File: config.mk
export PLATFORM = sky130hd
export DESIGN_NAME = spi_slave_core
export DESIGN_NICKNAME = d
export VERILOG_FILES = /design/src/rtl/spi_pkg.sv /design/src/rtl/spi_sync.sv /design/src/rtl/spi_slave_core.sv
export SDC_FILE = /design/constraint.sdc
export NUM_CORES = 1
export LEC_CHECK = 0
export ABC_AREA = 1
export BUFFER_PORTS_ARGS = -buffer_cell sky130_fd_sc_hd__buf_4
export CORE_MARGIN = 1.5
export CORE_UTILIZATION = 55
export CTS_CLUSTER_DIAMETER = 200
export DETAILED_ROUTE_END_ITERATION = 8
export PLACE_DENSITY_LB_ADDON = 0.1
export RECOVER_POWER = 25
export SLEW_MARGIN = 40
export SYNTH_ARGS = -nofsm -noshare
export SYNTH_HDL_FRONTEND = slang
export SYNTH_SLANG_ARGS = --single-unit
File: constraint.sdc
create_clock -name clk -period 1.3 [get_ports clk]
set_input_delay 0.26 -clock clk [delete_from_list [all_inputs] [get_ports clk]]
set_output_delay 0.26 -clock clk [all_outputs]
set_load 0.02 [all_outputs]
File: src/rtl/spi_pkg.sv
// Shared types and constants for the SPI slave core.
package spi_pkg;

  // Frame-level state of the slave.
  typedef enum logic {
    ST_IDLE  = 1'b0,
    ST_SHIFT = 1'b1
  } spi_state_e;

  localparam int unsigned SPI_DATA_W_DEF = 8;
  localparam int unsigned SPI_DATA_W_MAX = 32;

  // Word shifted out when the master clocks a word and no tx data is waiting.
  localparam logic [SPI_DATA_W_MAX-1:0] SPI_UNDERRUN_FILL = '0;

endpackage

File: src/rtl/spi_sync.sv
// Multi-stage synchronizer for one asynchronous input, with rise/fall detect
// on the synchronized value.
module spi_sync #(
  parameter int unsigned STAGES  = 2,
  parameter logic        RST_VAL = 1'b0
) (
  input  logic clk,
  input  logic rst_b,
  input  logic d_in,
  output logic sync_o,
  output logic rise_c,
  output logic fall_c
);

  logic [STAGES-1:0] chain_q, chain_d;
  logic              prev_q, prev_d;

  // Next value of the synchronizer chain and the edge-detect history flop.
  always_comb begin
    chain_d = {chain_q[STAGES-2:0], d_in};
    prev_d  = chain_q[STAGES-1];
  end

  // Chain and history registers; reset to the line's idle level.
  always_ff @(posedge clk) begin
    if (!rst_b) begin
      chain_q <= {STAGES{RST_VAL}};
      prev_q  <= RST_VAL;
    end else begin
      chain_q <= chain_d;
      prev_q  <= prev_d;
    end
  end

  assign sync_o = chain_q[STAGES-1];
  assign rise_c = sync_o & ~prev_q;
  assign fall_c = ~sync_o & prev_q;

endmodule

File: src/rtl/spi_slave_core.sv
// SPI mode-0 slave (MSB first) with one-entry tx buffer and valid/ready rx port.
// Optional build macro SPI_SLAVE_CORE_ECHO_EN: on tx underrun, shift out the
// last word committed to rx_data instead of the all-zero fill.
module spi_slave_core
  import spi_pkg::*;
#(
  parameter int unsigned DATA_W      = SPI_DATA_W_DEF,
  parameter int unsigned SYNC_STAGES = 2
) (
  input  logic              clk,
  input  logic              rst_b,
  input  logic              sclk,
  input  logic              cs_b,
  input  logic              mosi,
  output logic              miso,
  output logic              miso_oe,
  input  logic [DATA_W-1:0] tx_data,
  input  logic              tx_valid,
  output logic              tx_ready,
  output logic [DATA_W-1:0] rx_data,
  output logic              rx_valid,
  input  logic              rx_ready,
  output logic              rx_overrun,
  output logic              tx_underrun,
  output logic              busy
);

  localparam int unsigned       CNT_W    = $clog2(DATA_W);
  localparam logic [CNT_W-1:0]  CNT_LAST = CNT_W'(DATA_W - 1);
  localparam int unsigned       FLUSH_W  = SYNC_STAGES + 1;

  // Synchronized inputs and edge strobes
  logic sclk_sync, sclk_rise_c, sclk_fall_c;
  logic cs_sync, cs_rise_c, cs_fall_c;
  logic [SYNC_STAGES-1:0] mosi_chain_q, mosi_chain_d;
  logic mosi_sync;

  // Frame state and datapath registers
  spi_state_e        state_q, state_d;
  logic [DATA_W-1:0] tx_buf_q, tx_buf_d;
  logic              tx_empty_q, tx_empty_d;
  logic [DATA_W-2:0] tx_shift_q, tx_shift_d;
  logic [DATA_W-2:0] rx_shift_q, rx_shift_d;
  logic [CNT_W-1:0]  bit_cnt_q, bit_cnt_d;
  logic              load_pend_q, load_pend_d;
  logic [DATA_W-1:0] rx_data_q, rx_data_d;
  logic              rx_valid_q, rx_valid_d;
  logic              rx_overrun_q, rx_overrun_d;
  logic              tx_underrun_q, tx_underrun_d;
  logic              miso_q, miso_d;
  logic              busy_q, busy_d;
  logic              armed_q, armed_d;
  logic [FLUSH_W-1:0] flush_q, flush_d;

  logic              load_c, word_done_c, commit_c;
  logic [DATA_W-1:0] rx_word_c, load_val_c, fill_c;

  spi_sync #(.STAGES(SYNC_STAGES), .RST_VAL(1'b0)) u_sclk_sync (
    .clk    (clk),
    .rst_b  (rst_b),
    .d_in   (sclk),
    .sync_o (sclk_sync),
    .rise_c (sclk_rise_c),
    .fall_c (sclk_fall_c)
  );

  spi_sync #(.STAGES(SYNC_STAGES), .RST_VAL(1'b1)) u_cs_sync (
    .clk    (clk),
    .rst_b  (rst_b),
    .d_in   (cs_b),
    .sync_o (cs_sync),
    .rise_c (cs_rise_c),
    .fall_c (cs_fall_c)
  );

  assign mosi_sync = mosi_chain_q[SYNC_STAGES-1];
  assign rx_word_c = {rx_shift_q, mosi_sync};

`ifdef SPI_SLAVE_CORE_ECHO_EN
  logic [DATA_W-1:0] echo_q, echo_d;

  // Remember the last word handed to the rx port for underrun echo.
  always_comb begin
    echo_d = echo_q;
    if (commit_c) echo_d = rx_word_c;
  end

  // Echo register, cleared by reset.
  always_ff @(posedge clk) begin
    if (!rst_b) echo_q <= '0;
    else        echo_q <= echo_d;
  end

  assign fill_c = echo_q;
`else
  assign fill_c = DATA_W'(SPI_UNDERRUN_FILL);
`endif

  // Next-state, datapath and output computation.
  always_comb begin
    state_d       = state_q;
    tx_buf_d      = tx_buf_q;
    tx_empty_d    = tx_empty_q;
    tx_shift_d    = tx_shift_q;
    rx_shift_d    = rx_shift_q;
    bit_cnt_d     = bit_cnt_q;
    load_pend_d   = load_pend_q;
    rx_data_d     = rx_data_q;
    rx_valid_d    = rx_valid_q;
    rx_overrun_d  = 1'b0;
    tx_underrun_d = 1'b0;
    miso_d        = miso_q;
    busy_d        = busy_q;
    armed_d       = armed_q;
    flush_d       = {flush_q[FLUSH_W-2:0], 1'b1};
    mosi_chain_d  = {mosi_chain_q[SYNC_STAGES-2:0], mosi};
    load_c        = 1'b0;
    word_done_c   = 1'b0;
    commit_c      = 1'b0;
    load_val_c    = '0;

    if (rx_valid_q && rx_ready) rx_valid_d = 1'b0;

    case (state_q)
      ST_IDLE: begin
        miso_d      = 1'b0;
        busy_d      = 1'b0;
        bit_cnt_d   = '0;
        rx_shift_d  = '0;
        load_pend_d = 1'b0;
        // Only a cs_b fall seen after the chain has refilled with real
        // samples may open a frame; this blocks re-entry after a reset
        // that arrived while cs_b was already low.
        if (flush_q[FLUSH_W-1] && cs_sync) armed_d = 1'b1;
        if (cs_fall_c && armed_q) begin
          state_d = ST_SHIFT;
          busy_d  = 1'b1;
          armed_d = 1'b0;
          load_c  = 1'b1;
        end
      end

      ST_SHIFT: begin
        if (cs_rise_c) begin
          state_d     = ST_IDLE;
          busy_d      = 1'b0;
          miso_d      = 1'b0;
          bit_cnt_d   = '0;
          rx_shift_d  = '0;
          load_pend_d = 1'b0;
        end else if (sclk_rise_c && sclk_sync) begin
          rx_shift_d = rx_word_c[DATA_W-2:0];
          if (bit_cnt_q == CNT_LAST) begin
            bit_cnt_d   = '0;
            load_pend_d = 1'b1;
            word_done_c = 1'b1;
          end else begin
            bit_cnt_d = bit_cnt_q + CNT_W'(1);
          end
        end else if (sclk_fall_c) begin
          if (load_pend_q) begin
            load_pend_d = 1'b0;
            load_c      = 1'b1;
          end else begin
            miso_d     = tx_shift_q[DATA_W-2];
            tx_shift_d = {tx_shift_q[DATA_W-3:0], 1'b0};
          end
        end
      end

      default: state_d = ST_IDLE;
    endcase

    // Word completion: a pending, unconsumed word blocks the new one.
    if (word_done_c) begin
      if (rx_valid_q && !rx_ready) begin
        rx_overrun_d = 1'b1;
      end else begin
        rx_data_d  = rx_word_c;
        rx_valid_d = 1'b1;
        commit_c   = 1'b1;
      end
    end

    // Load point: move buffered word (or fill) into the tx shifter.
    if (load_c) begin
      if (tx_empty_q) begin
        load_val_c    = fill_c;
        tx_underrun_d = 1'b1;
      end else begin
        load_val_c = tx_buf_q;
        tx_empty_d = 1'b1;
      end
      miso_d     = load_val_c[DATA_W-1];
      tx_shift_d = load_val_c[DATA_W-2:0];
    end

    if (tx_valid && tx_empty_q) begin
      tx_buf_d   = tx_data;
      tx_empty_d = 1'b0;
    end
  end

  // State and datapath registers with synchronous active-low reset.
  always_ff @(posedge clk) begin
    if (!rst_b) begin
      state_q       <= ST_IDLE;
      tx_buf_q      <= '0;
      tx_empty_q    <= 1'b1;
      tx_shift_q    <= '0;
      rx_shift_q    <= '0;
      bit_cnt_q     <= '0;
      load_pend_q   <= 1'b0;
      rx_data_q     <= '0;
      rx_valid_q    <= 1'b0;
      rx_overrun_q  <= 1'b0;
      tx_underrun_q <= 1'b0;
      miso_q        <= 1'b0;
      busy_q        <= 1'b0;
      armed_q       <= 1'b0;
      flush_q       <= '0;
      mosi_chain_q  <= '0;
    end else begin
      state_q       <= state_d;
      tx_buf_q      <= tx_buf_d;
      tx_empty_q    <= tx_empty_d;
      tx_shift_q    <= tx_shift_d;
      rx_shift_q    <= rx_shift_d;
      bit_cnt_q     <= bit_cnt_d;
      load_pend_q   <= load_pend_d;
      rx_data_q     <= rx_data_d;
      rx_valid_q    <= rx_valid_d;
      rx_overrun_q  <= rx_overrun_d;
      tx_underrun_q <= tx_underrun_d;
      miso_q        <= miso_d;
      busy_q        <= busy_d;
      armed_q       <= armed_d;
      flush_q       <= flush_d;
      mosi_chain_q  <= mosi_chain_d;
    end
  end

  assign miso        = miso_q;
  assign miso_oe     = busy_q;
  assign busy        = busy_q;
  assign tx_ready    = tx_empty_q;
  assign rx_data     = rx_data_q;
  assign rx_valid    = rx_valid_q;
  assign rx_overrun  = rx_overrun_q;
  assign tx_underrun = tx_underrun_q;

endmodule

After elaboration in Yosys (flattened, before gate mapping) --
Index checks and enable logic that the tools add are counted.
Word-level totals: register bits 53, latch bits 0, memory bits (writable) 0, bits in read-only memories 0, bits of input ports 15, word-level logic and storage cells 110, memories kept 0
Operators by class: $add $sub $neg 1, multipliers 0, divide/modulo/power cells 0, magnitude comparators 0, equal/unequal tests 11, shift-type cells 0, mux-type cells 49, bitwise operators 10, reductions and logical operators 18
Operators with widths (count):
- $mux W7 | 8
- $mux W1 | 30
- $ne A4 B3 Y1 const B | 4
- $pmux W7 S2 | 1
- $pmux W1 S2 | 5
- $reduce_and A2 Y1 | 5
- $mux W3 | 3
- $mux W8 | 1
- $reduce_bool A2 Y1 | 4
- $logic_and A1 B1 Y1 | 6
- $not A1 Y1 | 6
- $pmux W3 S2 | 1
- $reduce_and A5 Y1 | 1
- $and A1 B1 Y1 | 4
- $ne A2 B1 Y1 const B | 2
- $ne A2 B2 Y1 const B | 2
- $ne A4 B4 Y1 const B | 1
- $add A3 B1 Y3 const B | 1
- $eq A3 B3 Y1 const B | 1
- $ne A3 B2 Y1 const B | 1
- $reduce_and A3 Y1 | 1
- $logic_not A1 Y1 | 1

Logic depth before layout (Yosys ltp) --
Gate-level depths: netlist of run 1.
depth after elaboration 8, mapped depth 9, mapped depth without buffers 9

By module --
A second synthesis of run 1 with hierarchy kept.
Second synthesis, totals: cells, all modules 281, area total of the unflattened synthesis 2089.5 um2
Modules (own cells, without submodules):
- spi_slave_core | times used 1, cells each 256, area an instance 1895.6 um2, seq. area each 940.9 um2
- spi_sync (u_sclk_sync) | times used 1, cells each 13, area an instance 100.1 um2, seq. area each 60.1 um2
- spi_sync (u_cs_sync) | times used 1, cells each 12, area an instance 93.8 um2, seq. area each 60.1 um2

Worst setup path after synthesis of run 1 --
OpenSTA, ideal clock, no wires.
kind reg2reg, start reg tx_empty_q, in the netlist tx_ready, end reg tx_buf_q[3], library setup time 0.119 ns, arrival 1.081 ns, slack 0.099 ns, cell stages (with the launch flop) 6, buffers on the path 2, clock period less this slack 1.201 ns, cell sequence dfxtp_1 > buf_2 > nand2_1 > buf_2 > o21ai_0 > a21oi_1
On the way: word-level cells in the longest chain between the ends 1
RTL lines:
- from (decl) | RTL line spi_slave_core.sv:41 | logic tx_empty_q, tx_empty_d;
- from (signal assigned) | RTL line spi_slave_core.sv:226 | tx_empty_q <= tx_empty_d;
- $logic_and A1 B1 Y1 | RTL line spi_slave_core.sv:198 | if (tx_valid && tx_empty_q) begin
- to (signal assigned) | RTL line spi_slave_core.sv:225 | tx_buf_q <= tx_buf_d;
- to (decl) | RTL line spi_slave_core.sv:40 | logic [DATA_W-1:0] tx_buf_q, tx_buf_d;
No other way between the ends. A chain may end at the register's enable or synchronous reset.

Worst setup path in the final report of run 1 --
start reg state_q, end reg tx_shift_q[3]
On the way: word-level cells in the longest chain between the ends 4, elaborated cells on any way between the ends 9, classes of those cells eq/ne (3); mux (2); bitwise (1); reduce/logical (3)
RTL lines:
- from (decl) | RTL line spi_slave_core.sv:39 | spi_state_e state_q, state_d;
- from (signal assigned) | RTL line spi_slave_core.sv:224 | state_q <= state_d;
- $not A1 Y1
- $pmux W1 S2 | RTL line spi_slave_core.sv:124 | case (state_q)
- $ne A2 B2 Y1 (no line) (tied with other cells)
- $reduce_and A5 Y1 (no line)
- to (signal assigned) | RTL line spi_slave_core.sv:227 | tx_shift_q <= tx_shift_d;
- to (decl) | RTL line spi_slave_core.sv:42 | logic [DATA_W-2:0] tx_shift_q, tx_shift_d;
Parallel ways exist; a longest one is shown, timed or not.

==> results_dict.tcl, run 1 <==
set metrics [dict create \
    clk_pin_slew_ps 90 \
    hold_viol 0 \
    cp_common_cell "nor2_1" \
    drcViolationCount 0 \
    status "finished, final reports clean" \
    synth_top_area_cell "dfxtp_1" \
    die_h_um 65.5 \
    insertion_delay_ps 300 \
    finalClockSkew_ps 8.73 \
    drive_above_1_share_pct 30.2 \
    maxCapViolations 0 \
    final_nets 331 \
    synth_edf_count 0 \
    place.gp.congestion 0.763 \
    cpMaxStageDelayCell "dfxtp_4" \
    antenna_found_initial 0 \
    cts_tree "built" \
    cts_root_buf "clkbuf_8" \
    period_needed_ps 1240 \
    maxSlewViolCount 0 \
    crit_path_end_kind "flop" \
    synthTopCellsByArea "dfxtp_1 49%, nand2_1 10%, inv_1 5.2%" \
    grt_pass1_vias 1577 \
    n_fill_cell 305 \
    grt_pass1_wl_um 6580 \
    synth_top_flop_cell "dfxtp_1" \
    cp-start-kind "flop" \
    crit_buf_inv 1 \
    crit_required_ps 1500 \
    grtUsageTotal_pct 19.6 \
    htree_levels 2 \
    io_buffers 29 \
    die_area_um2 4290 \
    antennaDiodeCount 0 \
    path_cells "nor2_1 > nand2_2 > nand2_4 > o21ai_2 > buf_4 > nor2_1 > nor2_1" \
    wire_per_inst_um 10.5 \
    yosysSeqAreaShare_pct 49.4 \
    io_pins 30 \
    initial_core_util_pct 57.8 \
    synth.distinct_cells 29 \
    powerDensity_nw_per_um2 1100 \
    max-vdd-ir-drop_mv 0.898 \
    grt_overflow 0 \
    slew-limit-headroom_pct 74.7 \
    syn-num-nets 290 \
    routed-via-count 1730 \
    drt_pass1_iterations 4 \
    dp_hpwl_um 2680 \
    synth_top_area_share_pct 49.4 \
    grt_max_degree 26 \
    cts_buffer_depth 2 \
    num_rows 22 \
    crit_fanout 7 \
    post-place-cells 352 \
    yosysWarningCount 0 \
    mostFrequentLayoutCell "nand2_1" \
    leakage_nw 1.22 \
    die_x_um 65.5 \
    syn_to_final_growth_pct 25.7 \
    post-route-period-util_pct 95.3 \
    vias_per_cell 4.77 \
    coreArea_um2 3720 \
    hp-class "in -> reg" \
    synth.avg_cell_area_um2 7.87 \
    netlist_instances 273 \
    wl_um 3800 \
    layout_common_cells "54 x nand2_1, 51 x dfxtp_1, 39 x buf_4, 29 x inv_1, 27 x nor2_1" \
    tightest_slew_ps 378 \
    dr.first_iter.drc_count 69 \
    cts_made_buffers 5 \
    ant_nets 0 \
    criticalPathCategory "reg -> reg" \
    synthArstFlopShare_pct 0 \
    max_stage_delay_ps 370 \
    ys_ff_latch 53 \
    cp.arrival_ps 1440 \
    ctsHoldBuffers 0 \
    setup_violations 0 \
    fmax_mhz 808 \
    synth.cell_area_um2 2150 \
    cp_top_family "simple AND/OR/NAND/NOR gates" \
    cts.sinks 53 \
    fin_cells 363 \
    utilization_pct 72.7 \
]
## registers in the layout, summed over array words and instances (netlist names)
signal               cells
rx_data                  8
tx_buf_q                 8
rx_shift_q               7
tx_shift_q               7
bit_cnt_q                3
flush_q                  3
mosi_chain_q             2
u_cs_sync.chain_q        2
u_sclk_sync.chain_q      2
armed_q                  1
busy                     1
load_pend_q              1
miso                     1
rx_overrun               1
rx_valid                 1
state_q                  1
tx_ready                 1
tx_underrun              1
u_cs_sync.prev_q         1
u_sclk_sync.prev_q       1
## layout make-up
class | instances | area (um2) | share of cell area [%]
inverters | 33 | 124 | 4.59
multi-input cells | 173 | 941 | 34.8
clock buffers | 7 | 86.3 | 3.20
repair buffers | 48 | 394 | 14.6
clock inverters | 1 | 30.0 | 1.11
well taps | 48 | 60.1 | 2.22
flip-flops and latches | 53 | 1070 | 39.5
## final timing paths
kind,startpoint,to,slack (ps),depth (start not counted)
max,state_q,tx_shift_q[3],60,7
min,sclk,u_sclk_sync.chain_q[0],140,3
max reg2reg,state_q,tx_shift_q[3],60,7
min reg2reg,flush_q[0],flush_q[1],420,2
## per-layer routing
metal  vias to the layer above  routed length, um  track usage [%]
met1                       756               1820             23.8
met5                         -                  0                0
met4                         0                 36             5.47
met3                         4                145             6.16
met2                        30               1800             33.3
li1                        940                  -                -
## timing repair
item / 4_1_cts / 5_1_grt
endpoints found under the setup margin: 11 / 28
gates cloned: 0 / 1
pin swaps: 0 / 8
gates resized for setup: 2 / 24
setup buffers: 0 / 2
## synth_stat cells (2+ instances only)
| cell type | instances |
|---|---|
| a21oi_2 | 10 |
| a21oi_1 | 20 |
| o21ai_0 | 11 |
| ha_1 | 2 |
| dfxtp_1 | 53 |
| nor2_1 | 27 |
| nand4_1 | 11 |
| buf_2 | 4 |
| nand3_1 | 9 |
| nand2_2 | 9 |
| buf_6 | 2 |
| clkbuf_1 | 4 |
| nor2_2 | 2 |
| or2_2 | 3 |
| inv_2 | 2 |
| inv_1 | 30 |
| nand2_1 | 60 |
| nor3_1 | 3 |
## worst register-to-register path: stages, from the launching register on
cell and delay (ps):
dfxtp_4 370, nor2_1 140, nand2_2 120, nand2_4 120, o21ai_2 80, buf_4 160, nor2_1 110, nor2_1 50
## metrics by stage
stage	worst slack [ps]	power, W	instance area [um2]	TNS [ps]	hold WS (ps)
3_5_place_dp	-117	0.00188	2460	-885	400
6_report	61.7	0.00298	2700	0	143
3_3_place_gp	-41.1	0.00188	2460	-305	393
4_1_cts	-25.0	0.00299	2590	-162	135
2_1_floorplan	99.1	0.00181	2150	0	288
5_1_grt	-15.6	0.00310	2700	-105	148
## logic make-up after synthesis
family,share of synthesized area (%)
simple gates,26.8
flops,49.4
buf+inv,10.3
compound gates,12.4
fa+ha+maj,1.16
## where the power goes
group | switching, W | leakage [nW] | internal (W)
clock network | 0.000503 | 0.0585 | 0.000628
registers | 0.0000150 | 0.432 | 0.00166
logic | 0.0000980 | 0.725 | 0.0000715
total | 0.000616 | 1.22 | 0.00236
(Power assumes the default switching activity.)
==> run 2, diff against run 1 <==
Settings changed: PLACE_DENSITY from default to 0.75, PLACE_DENSITY_LB_ADDON 0.1 to default.
==> results_dict.tcl, run 2 (synthesis results as in run 1) <==
set metrics [dict create \
    coreArea_um2 3720 \
    ant_nets 0 \
    grt_max_degree 26 \
    wire_per_inst_um 11.3 \
    leakage_nw 1.21 \
    period_needed_ps 1230 \
    max-vdd-ir-drop_mv 0.848 \
    drt_pass1_iterations 4 \
    r2r-end "tx_shift_q[5]" \
    crit_path_end_kind "flop" \
    post-place-cells 350 \
    r2r_slack_ps 70 \
    utilization_pct 71.8 \
    grt_pass1_wl_um 6770 \
    cp_top_family "simple AND/OR/NAND/NOR gates" \
    tightest_slew_ps 365 \
    whs_path_depth 3 \
    p_int_w 0.00237 \
    crit_buf_inv 1 \
    hold_viol 0 \
    clockPowerShare_pct 38.0 \
    combPwrFrac_pct 5.8 \
    hp-class "in -> reg" \
    switchingPower_w 0.000624 \
    criticalPathCategory "reg -> reg" \
    n_fill_cell 312 \
    antenna_found_initial 0 \
    die_area_um2 4290 \
    worstHoldEndpoint "u_sclk_sync.chain_q[0]" \
    path_cells "nor2_2 > nand2_2 > nand2_4 > buf_6 > nand3_1 > nand2_1 > nor2_1 > nor2_1" \
    grt_pass1_vias 1645 \
    vias_per_cell 4.96 \
    clk_pin_slew_ps 90 \
    num_rows 22 \
    finalClockSkew_ps 4.28 \
    fmax_mhz 814 \
    cts_buffer_depth 2 \
    wl_um 4070 \
    cp.arrival_ps 1470 \
    crit_required_ps 1540 \
    cp_common_cell "nor2_1" \
    multi_input_area_um2 940 \
    dr.first_iter.drc_count 110 \
    holdCritStartpoint "sclk" \
    die_h_um 65.5 \
    dp_hpwl_um 2730 \
    mostFrequentLayoutCell "nand2_1" \
    cts.sinks 53 \
    post-route-period-util_pct 94.4 \
    cts_tree "built" \
    final_nets 328 \
    finalWorstSetupSlack_ps 72.2 \
    routed-via-count 1785 \
    grtUsageTotal_pct 20.3 \
    rsz0062_at_grt "yes" \
    io_buffers 29 \
    maxSlewViolCount 0 \
    syn_to_final_growth_pct 24.2 \
    seq_area_um2 1070 \
    cpMaxStageDelayCell "dfxtp_2" \
    io_pins 30 \
    htree_levels 2 \
    cts_made_buffers 5 \
    maxCapViolations 0 \
    worstRegToRegCells 8 \
    switching_share_pct 20.9 \
    slew-limit-headroom_pct 75.6 \
    initial_core_util_pct 57.8 \
    antennaDiodeCount 0 \
    seq_power_share_pct 56.2 \
    insertion_delay_ps 300 \
    reg2reg_from "state_q" \
    layout_common_cells "54 x nand2_1, 49 x dfxtp_1, 35 x buf_4, 30 x inv_1, 26 x nor2_1" \
    cp-start-kind "flop" \
    dp_slack_ps -36.6 \
    status "finished, final reports clean" \
    max_stage_delay_ps 350 \
    crit_fanout 9 \
    powerDensity_nw_per_um2 1120 \
    cts_root_buf "clkbuf_8" \
    fin_cells 360 \
    fin_hold_ws_ps 138 \
    drive_above_1_share_pct 30.1 \
    setup_violations 0 \
    place.gp.congestion 0.806 \
    grt_overflow 0 \
    drcViolationCount 0 \
    die_x_um 65.5 \
]
==> run 2: cell types whose count changed in the layout (fill, tap and decap cells not counted), moves of 2 or more <==
cell	previous run	this run
buf_4	39	35
dfxtp_2	1	4
buf_6	4	6
dfxtp_1	51	49
==> run 2: per-stage QoR <==
stage	total power (W)	setup TNS (ps)	cell area, um2
floorplan	0.00181	0	2150
global placement	0.00188	-130	2450
detailed placement	0.00189	-210	2450
CTS	0.00301	-11.2	2570
global route	0.00310	-48.4	2670
finish	0.00299	0	2670
==> run 2: tightest hold or removal path, cell delays in order <==
cell and delay, ps:
buf_4 80, nand2_1 40, inv_1 40
==> run 2: power by group through the flow <==
| stage | sequential (W) | combinational, W | clock, W |
|---|---|---|---|
| floorplan | 0.00172 | 0.0000960 | 0 |
| global placement | 0.00172 | 0.000167 | 0 |
| detailed placement | 0.00172 | 0.000171 | 0 |
| CTS | 0.00168 | 0.000172 | 0.00116 |
| global route | 0.00168 | 0.000194 | 0.00122 |
| finish | 0.00168 | 0.000174 | 0.00114 |
==> run 2: final cells by class <==
class	count	area share [%]
inverters	33	4.64
repair buffers	45	13.6
flip-flops and latches	53	39.9
multi-input cells	173	35.2
well taps	48	2.25
clock inverters	1	1.13
clock buffers	7	3.23
==> run 2: worst max-delay path by stage <==
stage,to,cells after the start,startpoint,slack [ps]
after detailed placement,rx_data[6],5,bit_cnt_q[0],-40
after CTS,tx_shift_q[3],9,u_cs_sync.prev_q,-10
after global placement,rx_data[2],5,bit_cnt_q[0],-20
final,tx_shift_q[5],8,state_q,70
after floorplan,tx_buf_q[3],5,tx_ready,100
after global routing,tx_shift_q[6],8,state_q,-30
==> run 2: metal layers <==
metal / wire [um] / vias to the layer above / track usage (%)
met5: 0 / - / 0
met4: 89 / 0 / 10.9
met3: 163 / 10 / 4.62
met2: 2020 / 38 / 35.2
met1: 1800 / 798 / 23.1
li1: - / 939 / -
==> run 2: what timing repair did <==
item / 4_1_cts / 5_1_grt
cloned: 0 / 1
setup endpoints to repair: 9 / 20
pin swaps: 0 / 5
buffers inserted: 0 / 1
hold buffers: 0 / 0
gates resized for setup: 1 / 27
==> run 3, diff against run 2 <==
Settings changed: HOLD_SLACK_MARGIN from default to 0.05, SETUP_SLACK_MARGIN from default to 0.3.
Clock period 1.3 ns to 1.4 ns, I/O delays scaled along.
==> results_dict.tcl, run 3 (synthesis results as in run 1) <==
set metrics [dict create \
    status "finished, final reports clean" \
    cp.arrival_ps 1530 \
    syn_to_final_growth_pct 33.1 \
    cts_buffer_depth 2 \
    fmax_mhz 766 \
    hp-class "in -> reg" \
    die_x_um 65.5 \
    crit_path_end_kind "flop" \
    drcViolationCount 0 \
    crit_required_ps 1630 \
    max_stage_delay_ps 370 \
    criticalPathCategory "reg -> reg" \
    fin_cells 367 \
    io_buffers 29 \
    fin_tns_setup_ps 0 \
    tightest_slew_ps 376 \
    grtUsageTotal_pct 21.7 \
    layout_common_cells "52 x nand2_1, 41 x dfxtp_1, 40 x buf_4, 28 x inv_1, 25 x nor2_1" \
    finalClockSkew_ps 6.94 \
    leakage_nw 1.31 \
    crit_fanout 8 \
    num_rows 22 \
    drt_pass1_iterations 4 \
    path_cells "inv_2 > nor2_4 > inv_2 > nor2_4 > buf_12 > buf_16 > a21oi_1 > nor3_1" \
    mostFrequentLayoutCell "nand2_1" \
    die_h_um 65.5 \
    vias_per_cell 5.01 \
    setup_violations 0 \
    drive_above_1_share_pct 37.3 \
    post-route-period-util_pct 93.2 \
    insertion_delay_ps 310 \
    ctsHoldBuffers 0 \
    grt_pass1_wl_um 7110 \
    ant_nets 0 \
    slew-limit-headroom_pct 74.9 \
    dr.first_iter.drc_count 91 \
    initial_core_util_pct 57.8 \
    crit_buf_inv 4 \
    post-place-cells 347 \
    grt_max_degree 26 \
    cts.sinks 53 \
    cts_tree "built" \
    coreArea_um2 3720 \
    wl_um 4590 \
    place.gp.congestion 0.776 \
    routed-via-count 1839 \
    maxCapViolations 0 \
    cpMaxStageDelayCell "dfxtp_1" \
    cts_root_buf "clkbuf_8" \
    cp_top_family "simple AND/OR/NAND/NOR gates" \
    rsz0062_at_grt "yes" \
    maxSlewViolCount 0 \
    htree_levels 2 \
    clk_pin_slew_ps 90 \
    powerDensity_nw_per_um2 907 \
    wire_per_inst_um 12.5 \
    final_nets 335 \
    grt_overflow 0 \
    hold_viol 0 \
    grt_pass1_vias 1647 \
    cts_made_buffers 5 \
    dp_hpwl_um 2650 \
    antenna_found_initial 0 \
    cp-start-kind "flop" \
    io_pins 30 \
    antennaDiodeCount 0 \
    max-vdd-ir-drop_mv 0.875 \
    die_area_um2 4290 \
    fin_hold_ws_ps 151 \
    period_needed_ps 1310 \
]
[run 3: cell types whose count changed in the layout (fill, tap and decap cells not counted), sizes merged]
| cell | delta |
|---|---|
| clkinvlp | +2 |
| buf | +7 |
| clkbuf | -1 |
| bufinv | -1 |
[run 3: final cells by class]
type | instances | area [um2]
Clock buffer | 6 | 72.6
Clock inverter | 2 | 15.0
Fill cell | 281 | 856
Inverter | 33 | 124
Multi-Input combinational cell | 173 | 1010
Sequential cell | 53 | 1080
Tap cell | 48 | 60.1
Timing Repair Buffer | 52 | 500
[run 3: what timing repair did]
item | CTS | global route
pin swaps | 2 | 11
cloned | 1 | 2
setup endpoints to repair | 33 | 48
gates resized for setup | 19 | 33
setup buffers | 6 | 3
[run 3: per-stage QoR]
stage,total power (W),instance area (um2),utilization (%),setup slack (ps)
6_report,0.00259,2860,77.0,94.9
5_1_grt,0.00268,2860,77.0,30.0
4_1_cts,0.00259,2710,72.8,192
3_5_place_dp,0.00175,2470,66.4,26.7
3_3_place_gp,0.00174,2470,66.4,99.9
2_1_floorplan,0.00169,2170,-,273
[run 3: final timing paths]
path	cells after the start	slack, ps	end	start
setup / recovery	8	90	load_pend_q	u_sclk_sync.chain_q[1]
hold / removal	2	150	u_cs_sync.chain_q[0]	cs_b
setup reg to reg	8	90	load_pend_q	u_sclk_sync.chain_q[1]
hold reg to reg	2	420	flush_q[2]	flush_q[1]
[run 3: report_power, final]
group | switching (W) | internal [W] | total [W]
clock | 0.000504 | 0.000353 | 0.000857
sequential | 0.0000185 | 0.00154 | 0.00156
combinational | 0.0000989 | 0.0000780 | 0.000177
total | 0.000621 | 0.00197 | 0.00259
[run 3: layer usage]
layer / track usage [%] / wire length [um] / vias to the layer above
met2: 39.2 / 2420 / 44
met3: 5.65 / 172 / 8
met1: 24.6 / 1920 / 837
met5: 0 / 0 / -
met4: 7.55 / 82 / 0
li1: - / - / 950
